**config.mk**
```make
export PLATFORM = sky130hd
export DESIGN_NAME = bcd_to_binary
export DESIGN_NICKNAME = d
export VERILOG_FILES = /design/src/rtl/bcd_to_binary_pkg.sv /design/src/rtl/bcd_to_binary_nibble_adjust.sv /design/src/rtl/bcd_to_binary.sv
export SDC_FILE = /design/constraint.sdc
export NUM_CORES = 1
export LEC_CHECK = 0
export ABC_AREA = 1
export BUFFER_PORTS_ARGS = -buffer_cell sky130_fd_sc_hd__buf_2
export CAP_MARGIN = 40
export CORE_ASPECT_RATIO = 1.1
export CORE_MARGIN = 1.5
export CORE_UTILIZATION = 30
export CTS_CLUSTER_SIZE = 24
export DETAILED_ROUTE_END_ITERATION = 10
export PLACE_DENSITY_LB_ADDON = 0.25
export SYNTH_ARGS = -nofsm -noshare
export SYNTH_HDL_FRONTEND = slang
export SYNTH_SLANG_ARGS = --single-unit
```
**constraint.sdc**
```tcl
create_clock -name clk -period 1.3 [get_ports clk]
set_input_delay 0.26 -clock clk [delete_from_list [all_inputs] [get_ports clk]]
set_output_delay 0.26 -clock clk [all_outputs]
set_load 0.03 [all_outputs]
```
**src/rtl/bcd_to_binary_pkg.sv**
```systemverilog
// Shared definitions for the BCD <-> binary converters: FSM encodings and
// sizing constants, plus a digit-validity helper.
package bcd_to_binary_pkg;

    localparam logic [1:0] S_IDLE  = 2'd0;
    localparam logic [1:0] S_SHIFT = 2'd1;
    localparam logic [1:0] S_DONE  = 2'd2;

    localparam int         BCD_DIGITS  = 4;
    localparam int         BCD_ITER    = 16;
    localparam logic [15:0] BCD_MAX_BIN = 16'h270F;

    // True when any packed nibble holds a non-decimal value (A..F).
    function automatic logic has_bad_digit(input logic [15:0] v);
        logic bad;
        bad = 1'b0;
        for (int i = 0; i < BCD_DIGITS; i++) begin
            if (v[4*i +: 4] > 4'd9) begin
                bad = 1'b1;
            end
        end
        return bad;
    endfunction

endpackage

```
**src/rtl/bcd_to_binary_nibble_adjust.sv**
```systemverilog
// Reverse double-dabble correction for one BCD column: after the right shift,
// a column holding 8 or more is pulled back by 3.
module bcd_nibble_adjust (
    input  logic [3:0] i_nib,
    output logic [3:0] o_nib
);

    assign o_nib = (i_nib >= 4'd8) ? (i_nib - 4'd3) : i_nib;

endmodule

```
**src/rtl/bcd_to_binary.sv**
```systemverilog
// Sequential 4-digit packed BCD to 16-bit binary converter (reverse
// double-dabble), one shift per clock behind a start/busy/done handshake.
module bcd_to_binary
    import bcd_to_binary_pkg::*;
#(
    parameter int DIGITS = BCD_DIGITS,
    parameter int ITER   = BCD_ITER
) (
    input  logic        clk,
    input  logic        rst,
    input  logic        start,
    input  logic [15:0] bcd,
    output logic        busy,
    output logic        done,
    output logic [15:0] binary,
    output logic        err
);

    logic [1:0]  r_state;
    logic [31:0] r_sr;
    logic [3:0]  r_cnt;
    logic        r_bad;
    logic        r_busy;
    logic        r_done;
    logic [15:0] r_binary;
    logic        r_err;

    logic [31:0] w_shifted;
    logic [31:0] w_sr_next;

    // Bit 16 falls into bit 15: the BCD field feeds the binary field.
    assign w_shifted        = {1'b0, r_sr[31:1]};
    assign w_sr_next[15:0]  = w_shifted[15:0];

    generate
        for (genvar gi = 0; gi < DIGITS; gi++) begin : g_adj
            bcd_nibble_adjust u_adj (
                .i_nib (w_shifted[16 + 4*gi +: 4]),
                .o_nib (w_sr_next[16 + 4*gi +: 4])
            );
        end
    endgenerate

    always_ff @(posedge clk) begin
        if (rst) begin
            r_state  <= S_IDLE;
            r_sr     <= 32'h0;
            r_cnt    <= 4'd0;
            r_bad    <= 1'b0;
            r_busy   <= 1'b0;
            r_done   <= 1'b0;
            r_binary <= 16'h0000;
            r_err    <= 1'b0;
        end else begin
            case (r_state)
                S_IDLE: begin
                    r_done <= 1'b0;
                    if (start) begin
                        r_sr    <= {bcd, 16'h0000};
                        r_cnt   <= 4'd0;
                        r_bad   <= has_bad_digit(bcd);
                        r_busy  <= 1'b1;
                        r_state <= S_SHIFT;
                    end
                end
                S_SHIFT: begin
                    r_sr  <= w_sr_next;
                    r_cnt <= r_cnt + 4'd1;
                    // Invalid input still runs all iterations to keep latency fixed.
                    if (r_cnt == 4'(ITER - 1)) begin
                        r_busy   <= 1'b0;
                        r_done   <= 1'b1;
                        r_binary <= r_bad ? 16'h0000 : w_sr_next[15:0];
                        r_err    <= r_bad;
                        r_state  <= S_DONE;
                    end
                end
                S_DONE: begin
                    r_done  <= 1'b0;
                    r_state <= S_IDLE;
                end
                default: begin
                    r_busy  <= 1'b0;
                    r_done  <= 1'b0;
                    r_state <= S_IDLE;
                end
            endcase
        end
    end

    assign busy   = r_busy;
    assign done   = r_done;
    assign binary = r_binary;
    assign err    = r_err;

endmodule

```
# Yosys cells after proc, flatten, opt, wreduce, memory -nomap -nowiden
# Cells that the tools add are included.
word_totals:
  mem_count: 0
  ram_bits: 0
  wordCells: 55
  rom_bits: 0
  latchBits: 0
  output_inout_bits: 19
  register_bits: 58
classes:
  n_eq_ne: 5
  n_lt_le_gt_ge: 8
  div: 0
  mux: 19
  n_bitwise: 2
  n_addsub: 5
  shift: 0
  mul: 0
  reduce_logical: 8
op_table:
  columns: ["op", "n"]
  rows:
  - ["$pmux 32 s2", 1]
  - ["$mux 32", 1]
  - ["$mux 4", 5]
  - ["$gt 4x4->1 const B", 4]
  - ["$mux 16", 1]
  - ["$ge 4x4->1 const B", 3]
  - ["$sub 4x2->4 const B", 3]
  - ["$pmux 4 s2", 1]
  - ["$reduce_and 2->1", 4]
  - ["$mux 1", 6]
  - ["$add 4x1->4 const B", 1]
  - ["$eq 4x4->1 const B", 1]
  - ["$ge 3x4->1 const B", 1]
  - ["$mux 2", 2]
  - ["$ne 2x2->1 const B", 2]
  - ["$pmux 2 s2", 1]
  - ["$sub 3x2->4 const B", 1]
  - ["$pmux 1 s3", 1]
  - ["$reduce_and 3->1", 1]
  - ["$eq 2x1->1 const B", 1]
  - ["$eq 2x2->1 const B", 1]
  - ["$logic_not 2->1", 1]
  - ["$not 1->1", 2]
  - ["$reduce_bool 2->1", 1]
  - ["$reduce_or 2->1", 1]

# Depth between registers and ports, before layout
logic_depth:
  depth_word: 5
  ltp_mapped: 9
  mapped_depth_nobuf: 8

# Cells and area by module
# A second synthesis with hierarchy kept.
hier_totals:
  hier_cells: 428
  area_unflattened_um2: 2922.8
modules_own_cells:
  columns: ["mod", "n_inst", "area_per_inst_um2", "seq_area_each_um2", "cells_each"]
  rows:
  - ["bcd_to_binary", 1, 2567.5, 1141.1, 364]
  - ["bcd_nibble_adjust", 4, 88.8, 0.0, 16]

# Least setup slack after synthesis
# No wires, ideal clock.
synth_path:
  kind: "reg-to-reg"
  from: "register r_cnt[0]"
  to: "register r_binary[4], in the netlist binary[4]"
  required_ps: 1183
  slack_ps: 9
  arrival_ps: 1174
  path_stages_with_launch: 8
  n_path_buf: 1
  setup_ps: 117
  path_cell_list: "dfxtp_1 -> ha_1 -> nand3_2 -> nor2_4 -> inv_2 -> buf_6 -> nand3_1 -> o21ai_1"
synth_via:
  elab_chain_cells: 2
synth_rtl:
  columns: ["item", "line_no", "text"]
  rows:
  - ["start, declared", "bcd_to_binary.sv:21", "logic [3:0] r_cnt;"]
  - ["start signal, assigned", "bcd_to_binary.sv:68", "r_cnt <= r_cnt + 4'd1;"]
  - ["$eq 4x4->1", "bcd_to_binary.sv:70", "if (r_cnt == 4'(ITER - 1)) begin"]
  - ["$reduce_and 2->1 (no source line)", null, null]
  - ["end signal, assigned", "bcd_to_binary.sv:73", "r_binary <= r_bad ? 16'h0000 : w_sr_next[15:0];"]
  - ["end, declared", "bcd_to_binary.sv:25", "logic [15:0] r_binary;"]
# No other way between the ends.
# A chain may end at the register's enable or synchronous reset.

# Worst setup path in the final report
layout_path:
  from: "register r_cnt[0]"
  to: "register r_binary[11], in the netlist binary[11]"
# Same word-level chain as after synthesis.

==> impl_metrics.py <==
metrics = {
    "die": {
        "placementRows": 34,
        "floorplan.die.width_um": 88.61,
        "floorplan.io_pins": 38,
        "chipHeight_um": 97.17,
        "design.die.area_um2": 8610,
        "core-area_um2": 7870,
        "initial_core_util": 0.3073,
    },
    "clocking": {
        "cts.reportedPaths.clkPinSlew_ps": 60,
        "root_buffer": "sky130_fd_sc_hd__clkbuf_8",
        "cts_buffer_count": 9,
        "cts-root-to-sink-buffers": 2,
        "clk-insertion-delay-late_ps": 330,
        "maximum_level_of_the_cts_h_tree": 3,
        "clkSinkCount": 57,
        "tritoncts": "yes",
    },
    "yosys": {
        "syn_avg_cell_area_um2": 7.654,
        "postSynthNetCount": 342,
        "syn_inst": 316,
        "ys_seq_area_frac": 0.4718,
        "postSynthRegisterBits": 57,
        "synth-warning-count": 0,
        "netlist-cell-type-count": 25,
        "syn_area_um2": 2419,
    },
    "pwr": {
        "power.share.clock": 0.363,
        "combinationalPowerShare": 0.131,
        "p_sw_frac": 0.2777,
        "seq_power_share": 0.506,
        "power_per_cell_area_nw_per_um2": 1201,
        "power.ir.vdd_worst_mv": 0.4633,
        "internal_power_uw": 2679,
        "post-layout-total-power_uw": 3709,
        "total_switching_power_uw": 1030,
        "power.static_leakage_uw": 0.001350,
    },
    "placed_design": {
        "routabilityCongestion": 0.7879,
        "detailedPlacementHpwl_mm": 4.062,
        "place.port_buffers": 37,
    },
    "global_route": {
        "grtUsageTotal": 0.1396,
        "number_of_antenna_violations_at_the_first_check_in_global_routing": 0,
        "pin_count_of_the_biggest_net_entering_global_routing": 18,
        "via_count_of_the_first_global_routing_pass": 2079,
        "grt_pass1_wl_mm": 9.308,
        "gr-total-overflow": 0,
    },
    "route": {
        "postRouteAntennaNets": 0,
        "pre_repair_dr_iteration_count": 4,
        "route.vias.total": 2222,
        "detail_route.wl_per_cell_um": 11.50,
        "routed_wirelength_mm": 5.634,
        "drt-initial-drc-count": 71,
        "drc": 0,
        "avgViaCountPerCell": 4.535,
    },
    "finish": {
        "layout.nets": 404,
        "drive_above_1_share": 0.2539,
        "post-route-util": 0.3925,
        "n_antenna_cell": 0,
        "area_delta_synth_final_pct": 27.73,
    },
    "timing": {
        "clock-skew-final_ps": 11.49,
        "slew-limit-headroom": 0.7722,
        "fin_crit_ps": 1204,
        "tns_ps": 0,
        "timing.final.setup_violations": 0,
        "period_share": 0.9260,
        "maxClockFrequency_mhz": 830.7,
        "tightest_slew_ps": 341.3,
        "final-hold-violation-count": 0,
        "holdWs_ps": 147.3,
        "timing.final.max_slew_violations": 0,
    },
    "job": {
        "maxCapViolations": 0,
    },
    "worst_setup_path": {
        "crit_arrival_ps": 1470,
        "worstSetupPathType": "flop to flop",
        "critical_path_peak_fanout": 7,
        "crit-reg2reg-launch": "r_cnt[0]",
        "timing.critical_path.from_type": "flop",
        "worst-r2r-cell-count": 7,
        "setup.worst_path.end_class": "flop",
        "reg2reg_slack_ps": 100,
        "cp.required_ps": 1560,
        "r2r_end": "binary[11]",
    },
    "hold_path": {
        "hold-path-endpoint": "r_sr[24]",
        "hold_depth": 3,
        "min-delay-start": "bcd[8]",
        "hp-class": "input pin to flop",
    },
    "run_status": {
        "run_status": "finished, final reports clean",
    },
}
==> registers in the layout, summed over array words and instances (netlist names) <==
register,cells
r_sr,31
binary,16
r_cnt,4
r_state,2
busy,1
done,1
err,1
r_bad,1
==> layout by cell type, fill, tap and decap left out <==
cell type,count
sky130_fd_sc_hd__nand2_1,71
sky130_fd_sc_hd__dfxtp_1,54
sky130_fd_sc_hd__buf_2,37
sky130_fd_sc_hd__o21ai_0,30
sky130_fd_sc_hd__inv_1,27
sky130_fd_sc_hd__nand3_1,26
sky130_fd_sc_hd__nor2_1,22
sky130_fd_sc_hd__buf_4,22
sky130_fd_sc_hd__a21oi_1,11
sky130_fd_sc_hd__o21ai_1,11
sky130_fd_sc_hd__o22ai_1,10
sky130_fd_sc_hd__clkbuf_8,9
sky130_fd_sc_hd__o211ai_1,6
sky130_fd_sc_hd__ha_1,6
sky130_fd_sc_hd__inv_2,4
sky130_fd_sc_hd__nand4_1,4
sky130_fd_sc_hd__clkinv_2,4
sky130_fd_sc_hd__nand2_4,3
sky130_fd_sc_hd__xnor2_1,3
sky130_fd_sc_hd__dfxtp_2,3
sky130_fd_sc_hd__nand2_2,2
sky130_fd_sc_hd__inv_4,2
sky130_fd_sc_hd__nor2_4,2
sky130_fd_sc_hd__o21a_1,2
sky130_fd_sc_hd__buf_6,2
sky130_fd_sc_hd__nor3_1,1
sky130_fd_sc_hd__nand3_4,1
sky130_fd_sc_hd__nor2_2,1
sky130_fd_sc_hd__a21boi_0,1
sky130_fd_sc_hd__a21oi_2,1
sky130_fd_sc_hd__ha_4,1
sky130_fd_sc_hd__clkinv_4,1
sky130_fd_sc_hd__clkinvlp_4,1
sky130_fd_sc_hd__buf_12,1
==> cell usage after synthesis <==
cell                       count  area, um^2
sky130_fd_sc_hd__a21boi_0      1       7.510
sky130_fd_sc_hd__a21oi_1      12       60.06
sky130_fd_sc_hd__buf_1         1       3.750
sky130_fd_sc_hd__buf_2         7       35.03
sky130_fd_sc_hd__buf_6         3       33.78
sky130_fd_sc_hd__clkbuf_1      1       3.750
sky130_fd_sc_hd__dfxtp_1      57        1141
sky130_fd_sc_hd__ha_1          7       87.58
sky130_fd_sc_hd__inv_1        29       108.9
sky130_fd_sc_hd__inv_2         4       15.01
sky130_fd_sc_hd__nand2_1      71       266.5
sky130_fd_sc_hd__nand2_2       3       18.77
sky130_fd_sc_hd__nand2_4       1       11.26
sky130_fd_sc_hd__nand3_1      26       130.1
sky130_fd_sc_hd__nand3_2       1       10.01
sky130_fd_sc_hd__nand4_1       4       25.02
sky130_fd_sc_hd__nor2_1       24       90.09
sky130_fd_sc_hd__nor2_4        1       11.26
sky130_fd_sc_hd__nor3_1        1       5.000
sky130_fd_sc_hd__o211ai_1      6       45.04
sky130_fd_sc_hd__o21a_1        2       15.01
sky130_fd_sc_hd__o21ai_0      30       150.1
sky130_fd_sc_hd__o21ai_1      11       55.05
sky130_fd_sc_hd__o22ai_1      10       62.56
sky130_fd_sc_hd__xnor2_1       3       26.28
==> layout make-up <==
type                    count  area [um^2]
fillers                   826         4781
multi-input cells         215         1127
inverters                  33        128.9
well taps                 108        135.1
clock buffers               9        123.9
clock inverters             6        36.28
repair buffers             62        392.9
flip-flops and latches     57         1145
==> metal layers <==
metal | part of all wire | GRT usage | wire (um)
met5 | 0 | 0 | 0
met4 | 0.011 | 0.05409 | 63
met3 | 0.046 | 0.04928 | 259
met2 | 0.44 | 0.2120 | 2484
met1 | 0.50 | 0.1796 | 2827
==> power groups by stage <==
stage / Clock [uW] / Combinational [uW] / Sequential [uW]
2_1_floorplan: 0 / 302 / 1900
3_3_place_gp: 0 / 465 / 1910
3_5_place_dp: 0 / 468 / 1910
4_1_cts: 1400 / 471 / 1870
5_1_grt: 1480 / 558 / 1890
6_report: 1350 / 485 / 1880
==> critical path, cell delays in order (launching register included) <==
cell,delay [ps]
sky130_fd_sc_hd__dfxtp_2,350
sky130_fd_sc_hd__ha_4,150
sky130_fd_sc_hd__nand3_4,90
sky130_fd_sc_hd__nor2_4,110
sky130_fd_sc_hd__buf_12,140
sky130_fd_sc_hd__buf_6,90
sky130_fd_sc_hd__nand3_1,60
sky130_fd_sc_hd__a21oi_1,140
==> cells by family after synthesis <==
family	after synthesis	synth area share
compound gates	72	0.1635
xor+xnor	3	0.01087
fa+ha+maj	7	0.03621
buf+inv	45	0.08276
flops	57	0.4718
simple gates	132	0.2349
==> through the flow <==
| step | worst slack, ps | instance area [um^2] | instances |
|---|---|---|---|
| 5_1_grt | -3.662 | 3089 | 490 |
| 2_1_floorplan | 8.955 | 2419 | 316 |
| 3_5_place_dp | -9.821 | 2820 | 470 |
| 3_3_place_gp | 4.822 | 2820 | 470 |
| 4_1_cts | -13.04 | 3000 | 487 |
| 6_report | 96.21 | 3089 | 490 |
==> how the worst max path moves through the flow <==
stage	start	endpoint	cells past startpoint
final	r_cnt[0]	binary[11]	7
after global routing	r_cnt[0]	binary[11]	7
after CTS	r_cnt[1]	err	6
after detailed placement	r_cnt[0]	binary[15]	6
after global placement	r_cnt[1]	binary[5]	6
after floorplan	r_cnt[0]	binary[4]	7
==> timing repair <==
action / 4_1_cts / 5_1_grt
endpoints found under the setup margin: 17 / 40
hold buffers: 0 / 0
resized for setup: 2 / 16
cloned: 0 / 1
buffers inserted: 2 / 2
pin swaps: 2 / 4
Note: power is estimated with default switching activity, not from simulation.
